===== src/rtl/mem_port_arbiter.sv =====
// Single-port arbiter sharing one unified memory between fetch and load/store.
// Data has priority; a starvation counter forces a fetch grant every STARVE_MAX.
module mem_port_arbiter #(
    parameter int ADDR_W     = 64,
    parameter int DATA_W     = 64,
    parameter int MEM_LAT    = 2,
    parameter int STARVE_MAX = 4
) (
    input  logic              CLOCK,
    input  logic              RESET,
    input  logic              if_req,
    input  logic [ADDR_W-1:0] if_addr,
    output logic              if_gnt,
    output logic              if_rvalid,
    output logic [31:0]       if_rdata,
    input  logic              d_req,
    input  logic              d_we,
    input  logic [ADDR_W-1:0] d_addr,
    input  logic [DATA_W-1:0] d_wdata,
    output logic              d_gnt,
    output logic              d_rvalid,
    output logic [DATA_W-1:0] d_rdata,
    output logic [ADDR_W-1:0] mem_address,
    output logic [DATA_W-1:0] mem_data_in,
    output logic              control_memwrite,
    output logic              control_memread,
    input  logic [DATA_W-1:0] mem_data_out
);

    typedef enum logic {IDLE, ACCESS} state_t;

    state_t     r_state;
    logic       r_owner_d;
    logic [3:0] r_starve;
    logic [3:0] r_cnt;

    logic w_gnt_d;
    logic w_gnt_if;

    // Data wins unless a waiting fetch has already been passed over STARVE_MAX times
    assign w_gnt_d  = d_req && (!if_req || (r_starve < 4'(STARVE_MAX)));
    assign w_gnt_if = if_req && !w_gnt_d;

    always_ff @(posedge CLOCK or posedge RESET) begin
        if (RESET) begin
            r_state          <= IDLE;
            r_owner_d        <= 1'b0;
            r_starve         <= 4'd0;
            r_cnt            <= 4'd0;
            if_gnt           <= 1'b0;
            d_gnt            <= 1'b0;
            if_rvalid        <= 1'b0;
            d_rvalid         <= 1'b0;
            if_rdata         <= '0;
            d_rdata          <= '0;
            mem_address      <= '0;
            mem_data_in      <= '0;
            control_memwrite <= 1'b0;
            control_memread  <= 1'b0;
        end else begin
            if_gnt    <= 1'b0;
            d_gnt     <= 1'b0;
            if_rvalid <= 1'b0;
            d_rvalid  <= 1'b0;
            unique case (r_state)
                IDLE: begin
                    if (w_gnt_d) begin
                        r_owner_d        <= 1'b1;
                        r_starve         <= if_req ? r_starve + 4'd1 : 4'd0;
                        mem_address      <= d_addr;
                        mem_data_in      <= d_wdata;
                        control_memwrite <= d_we;
                        control_memread  <= !d_we;
                        d_gnt            <= 1'b1;
                        r_cnt            <= 4'(MEM_LAT);
                        r_state          <= ACCESS;
                    end else if (w_gnt_if) begin
                        r_owner_d        <= 1'b0;
                        r_starve         <= 4'd0;
                        mem_address      <= if_addr;
                        mem_data_in      <= '0;
                        control_memwrite <= 1'b0;
                        control_memread  <= 1'b1;
                        if_gnt           <= 1'b1;
                        r_cnt            <= 4'(MEM_LAT);
                        r_state          <= ACCESS;
                    end
                end
                ACCESS: begin
                    if (r_cnt == 4'd1) begin
                        r_state          <= IDLE;
                        control_memwrite <= 1'b0;
                        control_memread  <= 1'b0;
                        if (r_owner_d) begin
                            d_rvalid <= 1'b1;
                            if (!control_memwrite)
                                d_rdata <= mem_data_out;
                        end else begin
                            if_rvalid <= 1'b1;
                            if_rdata  <= mem_address[2] ? mem_data_out[63:32]
                                                        : mem_data_out[31:0];
                        end
                    end else begin
                        r_cnt <= r_cnt - 4'd1;
                    end
                end
                default: r_state <= IDLE;
            endcase
        end
    end

endmodule


===== config.mk =====
export PLATFORM = sky130hd
export DESIGN_NAME = mem_port_arbiter
export DESIGN_NICKNAME = d
export VERILOG_FILES = /design/src/rtl/mem_port_arbiter.sv
export SDC_FILE = /design/constraint.sdc
export NUM_CORES = 1
export LEC_CHECK = 0
export BUFFER_PORTS_ARGS = -buffer_cell sky130_fd_sc_hd__buf_2
export CAP_MARGIN = 20
export CORE_AREA = 4 4 187 189
export CTS_CLUSTER_DIAMETER = 50
export DETAILED_ROUTE_END_ITERATION = 8
export DIE_AREA = 0 0 191 193
export PLACE_DENSITY = 0.6
export REMOVE_ABC_BUFFERS = 1
export SETUP_SLACK_MARGIN = 0.05
export SYNTH_ARGS = -nofsm -noshare
export SYNTH_HDL_FRONTEND = slang
export SYNTH_SLANG_ARGS = --single-unit

===== constraint.sdc =====
create_clock -name CLOCK -period 12.7 [get_ports CLOCK]
set_clock_uncertainty 0.05 [all_clocks]
set_input_delay 2.54 -clock CLOCK [delete_from_list [all_inputs] [get_ports CLOCK]]
set_output_delay 2.54 -clock CLOCK [all_outputs]
set_load 0.05 [all_outputs]

**Word level (Yosys, flattened, before mapping)**

Cells that the tools add are included.

- $lt $le $gt $ge: 1
- Multiply operators: 0
- Add/subtract/negate cells: 2
- Multiplexer cells: 34
- Reductions and logical operators: 12
- Eq/ne operators: 4
- Shifts and indexed selects: 0
- Divide/modulo/power cells: 0
- Bitwise logic cells: 3

Operators by type and width:

| kind | count |
|---|---|
| 2-to-1 mux 64 bit | 4 |
| 2-to-1 mux 32 bit | 1 |
| 2-to-1 mux 4 bit | 6 |
| 2-to-1 mux 1 bit | 19 |
| case mux 4 bit (2 select lines) | 1 |
| case mux 1 bit (2 select lines) | 3 |
| AND reduction 2 bit | 3 |
| adder 4 x 1 -> 4 bit (second input constant) | 1 |
| equality test 4 x 1 -> 1 bit (second input constant) | 1 |
| less-than comparator 4 x 3 -> 1 bit (second input constant) | 1 |
| AND reduction 4 bit | 1 |
| subtractor 4 x 1 -> 4 bit (second input constant) | 1 |
| logical NOT 1 bit | 3 |
| inequality test 3 bit (second input constant) | 1 |
| inverter 1 bit | 3 |
| AND reduction 3 bit | 1 |
| logical AND 1 bit | 2 |
| inequality test 2 x 1 -> 1 bit (second input constant) | 1 |
| inequality test 2 bit (second input constant) | 1 |
| nonzero test 2 bit | 1 |
| logical OR 1 bit | 1 |

- Output and inout bits: 230
- Memories kept: 0
- RAM bits: 0
- Bits in registers: 240
- Logic and storage cells: 70
- Bits in read-only memories: 0
- Input port bits: 261
- Latch bits: 0

**Depth between registers and ports, before layout**

Gate-level depths: netlist of the first run.

- Depth after elaboration: 8
- Mapped depth: 7
- Depth with buffers taken out: 5

**Worst setup path before layout of the first run**

Ideal clock, no wire load.

- Kind: input port to flip-flop
- Start point: input port if_req
- End point: register mem_address[10]
- Data required time: 12.512 ns
- Setup slack: 8.947 ns
- Setup time: 0.138 ns
- Cell stages on the path: 6
- Path buffers: 3
- Data arrival time: 3.565 ns
- Cell sequence: clkbuf_1 -> o21ai_1 -> and2_1 -> buf_2 -> buf_1 -> o211ai_1

- Word-level cells in the longest chain between the ends: 7
- Elaborated cells on any way between the ends: 8
- Classes of those cells: mux: 1; reduce/logical: 7

RTL lines:

| item | line | text |
|---|---|---|
| start, declared | 11 | `input logic if_req,` |
| logical NOT 1 bit | 41 | `assign w_gnt_d = d_req && (!if_req \|\| (r_starve < 4'(STARVE_MAX)));` |
| logical OR 1 bit | 41 |  |
| logical AND 1 bit | 41 |  |
| logical NOT 1 bit | 42 | `assign w_gnt_if = if_req && !w_gnt_d;` |
| logical AND 1 bit | 42 |  |
| nonzero test 2 bit (no line) | - |  |
| AND reduction 2 bit (no line) | - |  |
| end signal, assigned | 70 | `mem_address <= d_addr;` |
| end signal, assigned | 80 | `mem_address <= if_addr;` |
| end, declared | 23 | `output logic [ADDR_W-1:0] mem_address,` |

Parallel ways exist; a longest one is shown, timed or not.
A chain may end at the register's enable or synchronous reset.

**Worst setup path in the final report of the first run**

- Start point: input port d_req
- End point: register mem_address[6]

- Word-level cells in the longest chain between the ends: 5
- Elaborated cells on any way between the ends: 6
- Classes of those cells: mux: 1; reduce/logical: 5

RTL lines:

| item | line | text |
|---|---|---|
| start, declared | 16 | `input logic d_req,` |
| logical AND 1 bit (*) | 41 |  |
| logical NOT 1 bit | 42 |  |
| logical AND 1 bit | 42 |  |
| nonzero test 2 bit (no line) | - |  |
| AND reduction 2 bit (no line) | - |  |

Mark *: on every way between the ends. The rest lies on a longest branch, timed or not.

==> flow_metrics.env, run 1 <==
export IMPL_intPower_mw=2.32
export IMPL_post_cts_setup_buffer_count=0
export IMPL_antenna_found_initial=3
export IMPL_via_count_of_the_first_global_routing_pass=9092
export IMPL_hold_path_class="flop to flop"
export IMPL_numPlacedInstances=1783
export IMPL_synth_edf_count=0
export IMPL_yosysTopAreaCellShare=0.580
export IMPL_cts_root_buf="clkbuf_16"
export IMPL_count_of_final_setup_violators=0
export IMPL_coreArea_um2=33300
export IMPL_cts_reportedPaths_clkPinSlew_ns=0.06
export IMPL_cts_num_sinks=240
export IMPL_pwr_share_seq=0.286
export IMPL_post_route_drc=0
export IMPL_timing_max_slew_rel_slack=0.302
export IMPL_io_pins=491
export IMPL_globalRouteTotalUtil=0.171
export IMPL_power_switching_share=0.504
export IMPL_startpoint="d_req"
export IMPL_dieArea_um2=36900
export IMPL_critical_path_class="input port to flop"
export IMPL_synthesis_instances=917
export IMPL_critPathMostFrequentCell="buf_4"
export IMPL_synth_top_cells_by_area="dfrtp_1, mux2_4, nand2_1, o21ai_0, o211ai_1"
export IMPL_final_antenna_net_count=0
export IMPL_drt_first_pass_iters=4
export IMPL_rr_startpoint="r_owner_d"
export IMPL_portBuffers=490
export IMPL_clk_insertion_delay_late_ns=0.55
export IMPL_timing_hold_violations_final=0
export IMPL_fmax_ghz=0.231
export IMPL_post_cts_resize_count=0
export IMPL_status="finished, final reports clean"
export IMPL_power_static_leakage_nw=7.11
export IMPL_finalCoreUtilization=0.427
export IMPL_critical_path_n_buffers_inverters=3
export IMPL_yosys_area_top_type="dfrtp_1"
export IMPL_slew_at_the_pin_closest_to_its_max_slew_limit_ns=1.05
export IMPL_critPathArrivalTime_ns=4.67
export IMPL_initial_utilization=0.311
export IMPL_tritoncts="built"
export IMPL_synth_seq_area_share=0.580
export IMPL_postSynthRegisterBits=240
export IMPL_final_max_slew_viol_count=0
export IMPL_critical_path_peak_fanout=65
export IMPL_syn_cell_area_um2=10300
export IMPL_route_detailed_vias_per_inst=4.85
export IMPL_hold_ws_ns=0.424
export IMPL_die_y_um=193
export IMPL_die_width_um=191
export IMPL_cts_max_level=1
export IMPL_path_delay_family="buffers and inverters"
export IMPL_first_pass_grt_wire_length_um=51300
export IMPL_p_switching_mw=2.37
export IMPL_synth_avg_cell_area_um2=11.3
export IMPL_globalRouteOverflowTotal=0
export IMPL_post_dp_hpwl_um=24000
export IMPL_crit_path_end_kind="flop"
export IMPL_drt_initial_drc_count=324
export IMPL_rows=67
export IMPL_syn_to_final_growth_pct=37.4
export IMPL_drv_max_cap_violation_count=0
export IMPL_worst_hold_startpoint="mem_data_in[27]"
export IMPL_crit_slowest_cell="buf_4"
export IMPL_final_layout_size_suffix_gt1_frac=0.452
export IMPL_wl_per_cell_um=18.3
export IMPL_dominantRegCellSynth="dfrtp_1"
export IMPL_synthesis_warning_total=0
export IMPL_tns_ns=0
export IMPL_cts_path_max_buffers=3
export IMPL_async_reset_ff_frac=1.00
export IMPL_combinationalPowerShare=0.526
export IMPL_cpPeakStageDelay_ns=0.59
export IMPL_power_density_nw_per_um2=330
export IMPL_dr_total_vias=8936
export IMPL_worst_setup_path_start_kind="input port"
export IMPL_grt_start_max_net_pins=119
export IMPL_netlist_cell_type_count=35
export IMPL_timing_final_crit_period_ns=4.32
export IMPL_drt_total_wl_um=33800
export IMPL_total_power_mw=4.69
export IMPL_finish_cell_count_without_fillers=1844
export IMPL_cts_hold_repair_buffers=0
export IMPL_place_gp_congestion=0.774
export IMPL_grt_setup_unrepaired="false"
export IMPL_cts_made_buffers=31
export IMPL_fin_nets=1634
export IMPL_pwr_share_clk=0.188
export IMPL_ir_drop_uv=242
export IMPL_cell_by_cell_trace_of_the_critical_path="buf_2 > buf_4 > and2_2 > buf_4 > o211ai_1"
export IMPL_period_share=0.340
export IMPL_cp_required_ns=13.05
## per-layer routing
| metal | part of all wire | vias to the layer above | GRT usage | wire, um |
|---|---|---|---|---|
| li1 | - | 4187 | - | - |
| met1 | 0.39 | 4306 | 0.213 | 13200 |
| met2 | 0.49 | 377 | 0.294 | 16600 |
| met3 | 0.094 | 62 | 0.0497 | 3170 |
| met4 | 0.024 | 4 | 0.0439 | 823 |
| met5 | 0.00062 | - | 0 | 21 |
## sequential cells by signal, indices dropped and copies added (netlist names)
signal            count
if_gnt                1
r_starve              4
if_rdata             32
d_rdata              64
r_cnt                 4
d_gnt                 1
if_rvalid             1
mem_address          64
r_owner_d             1
control_memread       1
control_memwrite      1
r_state               1
mem_data_in          64
d_rvalid              1
## per-stage QoR
stage,setup slack (ns),area (um2)
floorplan,3.52,9960
finish,8.38,14200
global placement,7.73,13100
detailed placement,7.68,13100
CTS,8.30,14200
global route,8.30,14200
## cell usage in the layout, fill, tap and decap left out, types with 2 or more instances in the layout
| cell type | synthesis | routed |
|---|---|---|
| buf_4 | 0 | 13 |
| nand4_1 | 64 | 64 |
| nand3_1 | 2 | 2 |
| nor3_1 | 2 | 2 |
| a32o_1 | 3 | 3 |
| nand2b_1 | 2 | 2 |
| inv_6 | 0 | 3 |
| clkinv_2 | 0 | 3 |
| o21ai_0 | 100 | 100 |
| a22o_1 | 33 | 33 |
| clkbuf_8 | 0 | 5 |
| mux2i_1 | 34 | 34 |
| mux2_4 | 60 | 60 |
| clkbuf_16 | 0 | 31 |
| clkinvlp_4 | 0 | 4 |
| inv_8 | 0 | 2 |
| dfrtp_1 | 240 | 239 |
| bufinv_16 | 0 | 3 |
| diode_2 | 0 | 2 |
| inv_1 | 5 | 4 |
| buf_2 | 16 | 490 |
| clkbuf_1 | 48 | 4 |
| nor2b_1 | 2 | 2 |
| clkinv_4 | 0 | 3 |
| mux2_2 | 4 | 4 |
| nor2_1 | 2 | 2 |
| nand2_1 | 196 | 196 |
| o211ai_1 | 64 | 64 |
| ha_1 | 3 | 3 |
## power by group through the flow
stage               clock, mW  sequential (mW)  combinational (mW)
finish                  0.884             1.34                2.47
global route            0.943             1.39                2.60
CTS                     0.910             1.34                2.49
detailed placement          0             1.35                2.48
global placement            0             1.34                2.46
floorplan                   0             2.55               0.640
## worst register-to-register path, cell delays in order (launching register included)
cell and delay (ns):
dfrtp_1 1.02, inv_1 0.23, or3_4 0.60, buf_4 0.46, mux2_4 0.45
## cell usage after synthesis, types with 2 or more instances
cell type,number
nand4_1,64
buf_6,7
mux2_4,60
mux2_2,4
dfrtp_1,240
clkbuf_1,48
nand3_1,2
nor2b_1,2
o21ai_0,100
nor3_1,2
buf_1,14
nand2b_1,2
nand2_1,196
mux2i_1,34
and2_1,2
a32o_1,3
or3_1,2
o211ai_1,64
ha_1,3
nor2_1,2
buf_2,16
a22o_1,33
inv_1,5
## logic make-up (layout without fill, tap and decap cells)
| family | Yosys count | count (layout) | synth area share |
|---|---|---|---|
| and+or+nand+nor | 279 | 279 | 0.122 |
| DFF | 240 | 240 | 0.580 |
| AOI/OAI and AO/OA | 207 | 207 | 0.131 |
| muxes | 98 | 98 | 0.124 |
| buffers and inverters | 90 | 567 | 0.0397 |
| adders and majority gates | 3 | 3 | 0.00363 |
| other | 0 | 2 | 0 |
## final timing paths
check / cells after the start / slack (ns) / end
hold / removal: 2 / 0.42 / mem_data_in[27]
min in group asynchronous: 2 / 2.09 / mem_address[15]
hold reg to reg: 2 / 0.42 / mem_data_in[27]
max in group asynchronous: 3 / 9.02 / mem_address[2]
setup reg to reg: 4 / 9.77 / d_rdata[41]
setup / recovery: 5 / 8.38 / mem_address[6]
## final cells by class
cell class,count,area [um2]
antenna,2,5.00
clock buffer,40,860
clock inverter,17,199
fill,3287,19100
inverter,5,26.3
multi-input combinational,587,3970
sequential,240,6010
tap,448,561
timing repair buffer,505,2590
Note: power is estimated with default switching activity, not from simulation.
==> run 2: changes to the inputs <==
- PLACE_DENSITY: 0.6 -> 0.63
- clock period: 12.7 -> 3.5 ns (I/O delays scaled with it)
==> flow_metrics.env, run 2 (same netlist as run 1, synthesis figures left out) <==
export IMPL_hold_path_class="input port to asynchronous set/reset pin"
export IMPL_drt_first_pass_iters=4
export IMPL_timing_max_slew_rel_slack=0.331
export IMPL_post_cts_resize_count=0
export IMPL_rows=67
export IMPL_drt_total_wl_um=34400
export IMPL_total_power_mw=16.8
export IMPL_fin_nets=1638
export IMPL_post_route_drc=0
export IMPL_timing_final_crit_period_ns=2.61
export IMPL_grt_start_max_net_pins=98
export IMPL_cts_num_sinks=240
export IMPL_final_max_slew_viol_count=0
export IMPL_power_density_nw_per_um2=1190
export IMPL_cts_max_level=1
export IMPL_antenna_found_initial=1
export IMPL_slew_at_the_pin_closest_to_its_max_slew_limit_ns=1.00
export IMPL_mostFrequentLayoutCell="buf_2"
export IMPL_globalRouteTotalUtil=0.174
export IMPL_place_gp_congestion=0.836
export IMPL_final_layout_size_suffix_gt1_frac=0.451
export IMPL_die_y_um=193
export IMPL_cts_made_buffers=29
export IMPL_route_detailed_vias_per_inst=4.92
export IMPL_largestRegisters="d_rdata: 64 flops, mem_address: 64 flops, mem_data_in: 64 flops"
export IMPL_cts_hold_repair_buffers=0
export IMPL_timing_hold_violations_final=0
export IMPL_via_count_of_the_first_global_routing_pass=9245
export IMPL_tritoncts="built"
export IMPL_fmax_ghz=0.383
export IMPL_status="finished, final reports clean"
export IMPL_cts_path_max_buffers=3
export IMPL_most_common_layout_cells="buf_2, dfrtp_1, nand2_1"
export IMPL_initial_utilization=0.311
export IMPL_dr_total_vias=9049
export IMPL_drt_initial_drc_count=337
export IMPL_power_static_leakage_nw=7.11
export IMPL_tns_ns=0
export IMPL_count_of_final_setup_violators=0
export IMPL_post_cts_setup_buffer_count=0
export IMPL_wl_per_cell_um=18.7
export IMPL_cts_reportedPaths_clkPinSlew_ns=0.06
export IMPL_critical_path_class="flop to flop"
export IMPL_coreArea_um2=33300
export IMPL_worst_setup_path_start_kind="flop"
export IMPL_first_pass_grt_wire_length_um=52000
export IMPL_die_width_um=191
export IMPL_grt_setup_unrepaired="false"
export IMPL_final_antenna_net_count=0
export IMPL_post_dp_hpwl_um=25000
export IMPL_critPathArrivalTime_ns=2.97
export IMPL_cp_required_ns=3.86
export IMPL_dieArea_um2=36900
export IMPL_crit_path_end_kind="flop"
export IMPL_critical_path_peak_fanout=49
export IMPL_cts_root_buf="clkbuf_16"
export IMPL_syn_to_final_growth_pct=36.9
export IMPL_portBuffers=490
export IMPL_period_share=0.746
export IMPL_ir_drop_uv=753
export IMPL_drv_max_cap_violation_count=0
export IMPL_globalRouteOverflowTotal=0
export IMPL_diodes=0
export IMPL_clk_insertion_delay_late_ns=0.54
export IMPL_io_pins=491
## run 2: report_power, final
group	leakage (nW)	internal, mW	switching (mW)
logic	3.69	2.42	6.67
clock network	0.461	1.73	1.15
registers	2.96	4.09	0.743
## run 2: worst paths after layout
check	cells past startpoint	slack, ns	to	from
max	5	0.89	d_rdata[30]	r_cnt[0]
max in group asynchronous	3	2.41	d_rdata[58]	RESET
min in group CLOCK	2	0.32	mem_data_in[52]	d_wdata[52]
min reg2reg	2	0.42	mem_data_in[2]	mem_data_in[2]
min	2	0.13	d_rdata[22]	RESET
max reg2reg	5	0.89	d_rdata[30]	r_cnt[0]
## run 2: cell type report
type                            count  area (um2)
Fill cell                        3207       19100
Sequential cell                   240        6010
Multi-Input combinational cell    587        3970
Timing Repair Buffer              511        2690
Clock buffer                       40         837
Tap cell                          448         561
Clock inverter                      9        83.8
Inverter                            5        26.3
## run 2: worst max-delay path, stage by stage (launching register included)
cell       delay [ns]
dfrtp_1          0.43
ha_1             0.26
nand4bb_2        0.10
or3_4            0.73
buf_4            0.45
mux2_4           0.34
## run 2: stage by stage
| step | utilization | std cells | setup slack, ns | hold WS, ns | instance area, um2 |
|---|---|---|---|---|---|
| 2_1_floorplan | - | 832 | -3.84 | 0.420 | 9960 |
| 3_3_place_gp | 0.398 | 1791 | 0.975 | 0.407 | 13300 |
| 3_5_place_dp | 0.398 | 1791 | 0.928 | 0.415 | 13300 |
| 4_1_cts | 0.426 | 1840 | 0.902 | 0.164 | 14200 |
| 5_1_grt | 0.426 | 1840 | 0.804 | 0.164 | 14200 |
| 6_report | 0.426 | 1840 | 0.890 | 0.134 | 14200 |
## run 2: per-layer routing
metal | up-vias | track usage | part of all wire
met1 | 4392 | 0.211 | 0.39
li1 | 4185 | - | -
met3 | 57 | 0.0411 | 0.083
met2 | 413 | 0.313 | 0.50
met5 | - | 0 | 0.00038
met4 | 2 | 0.0472 | 0.025
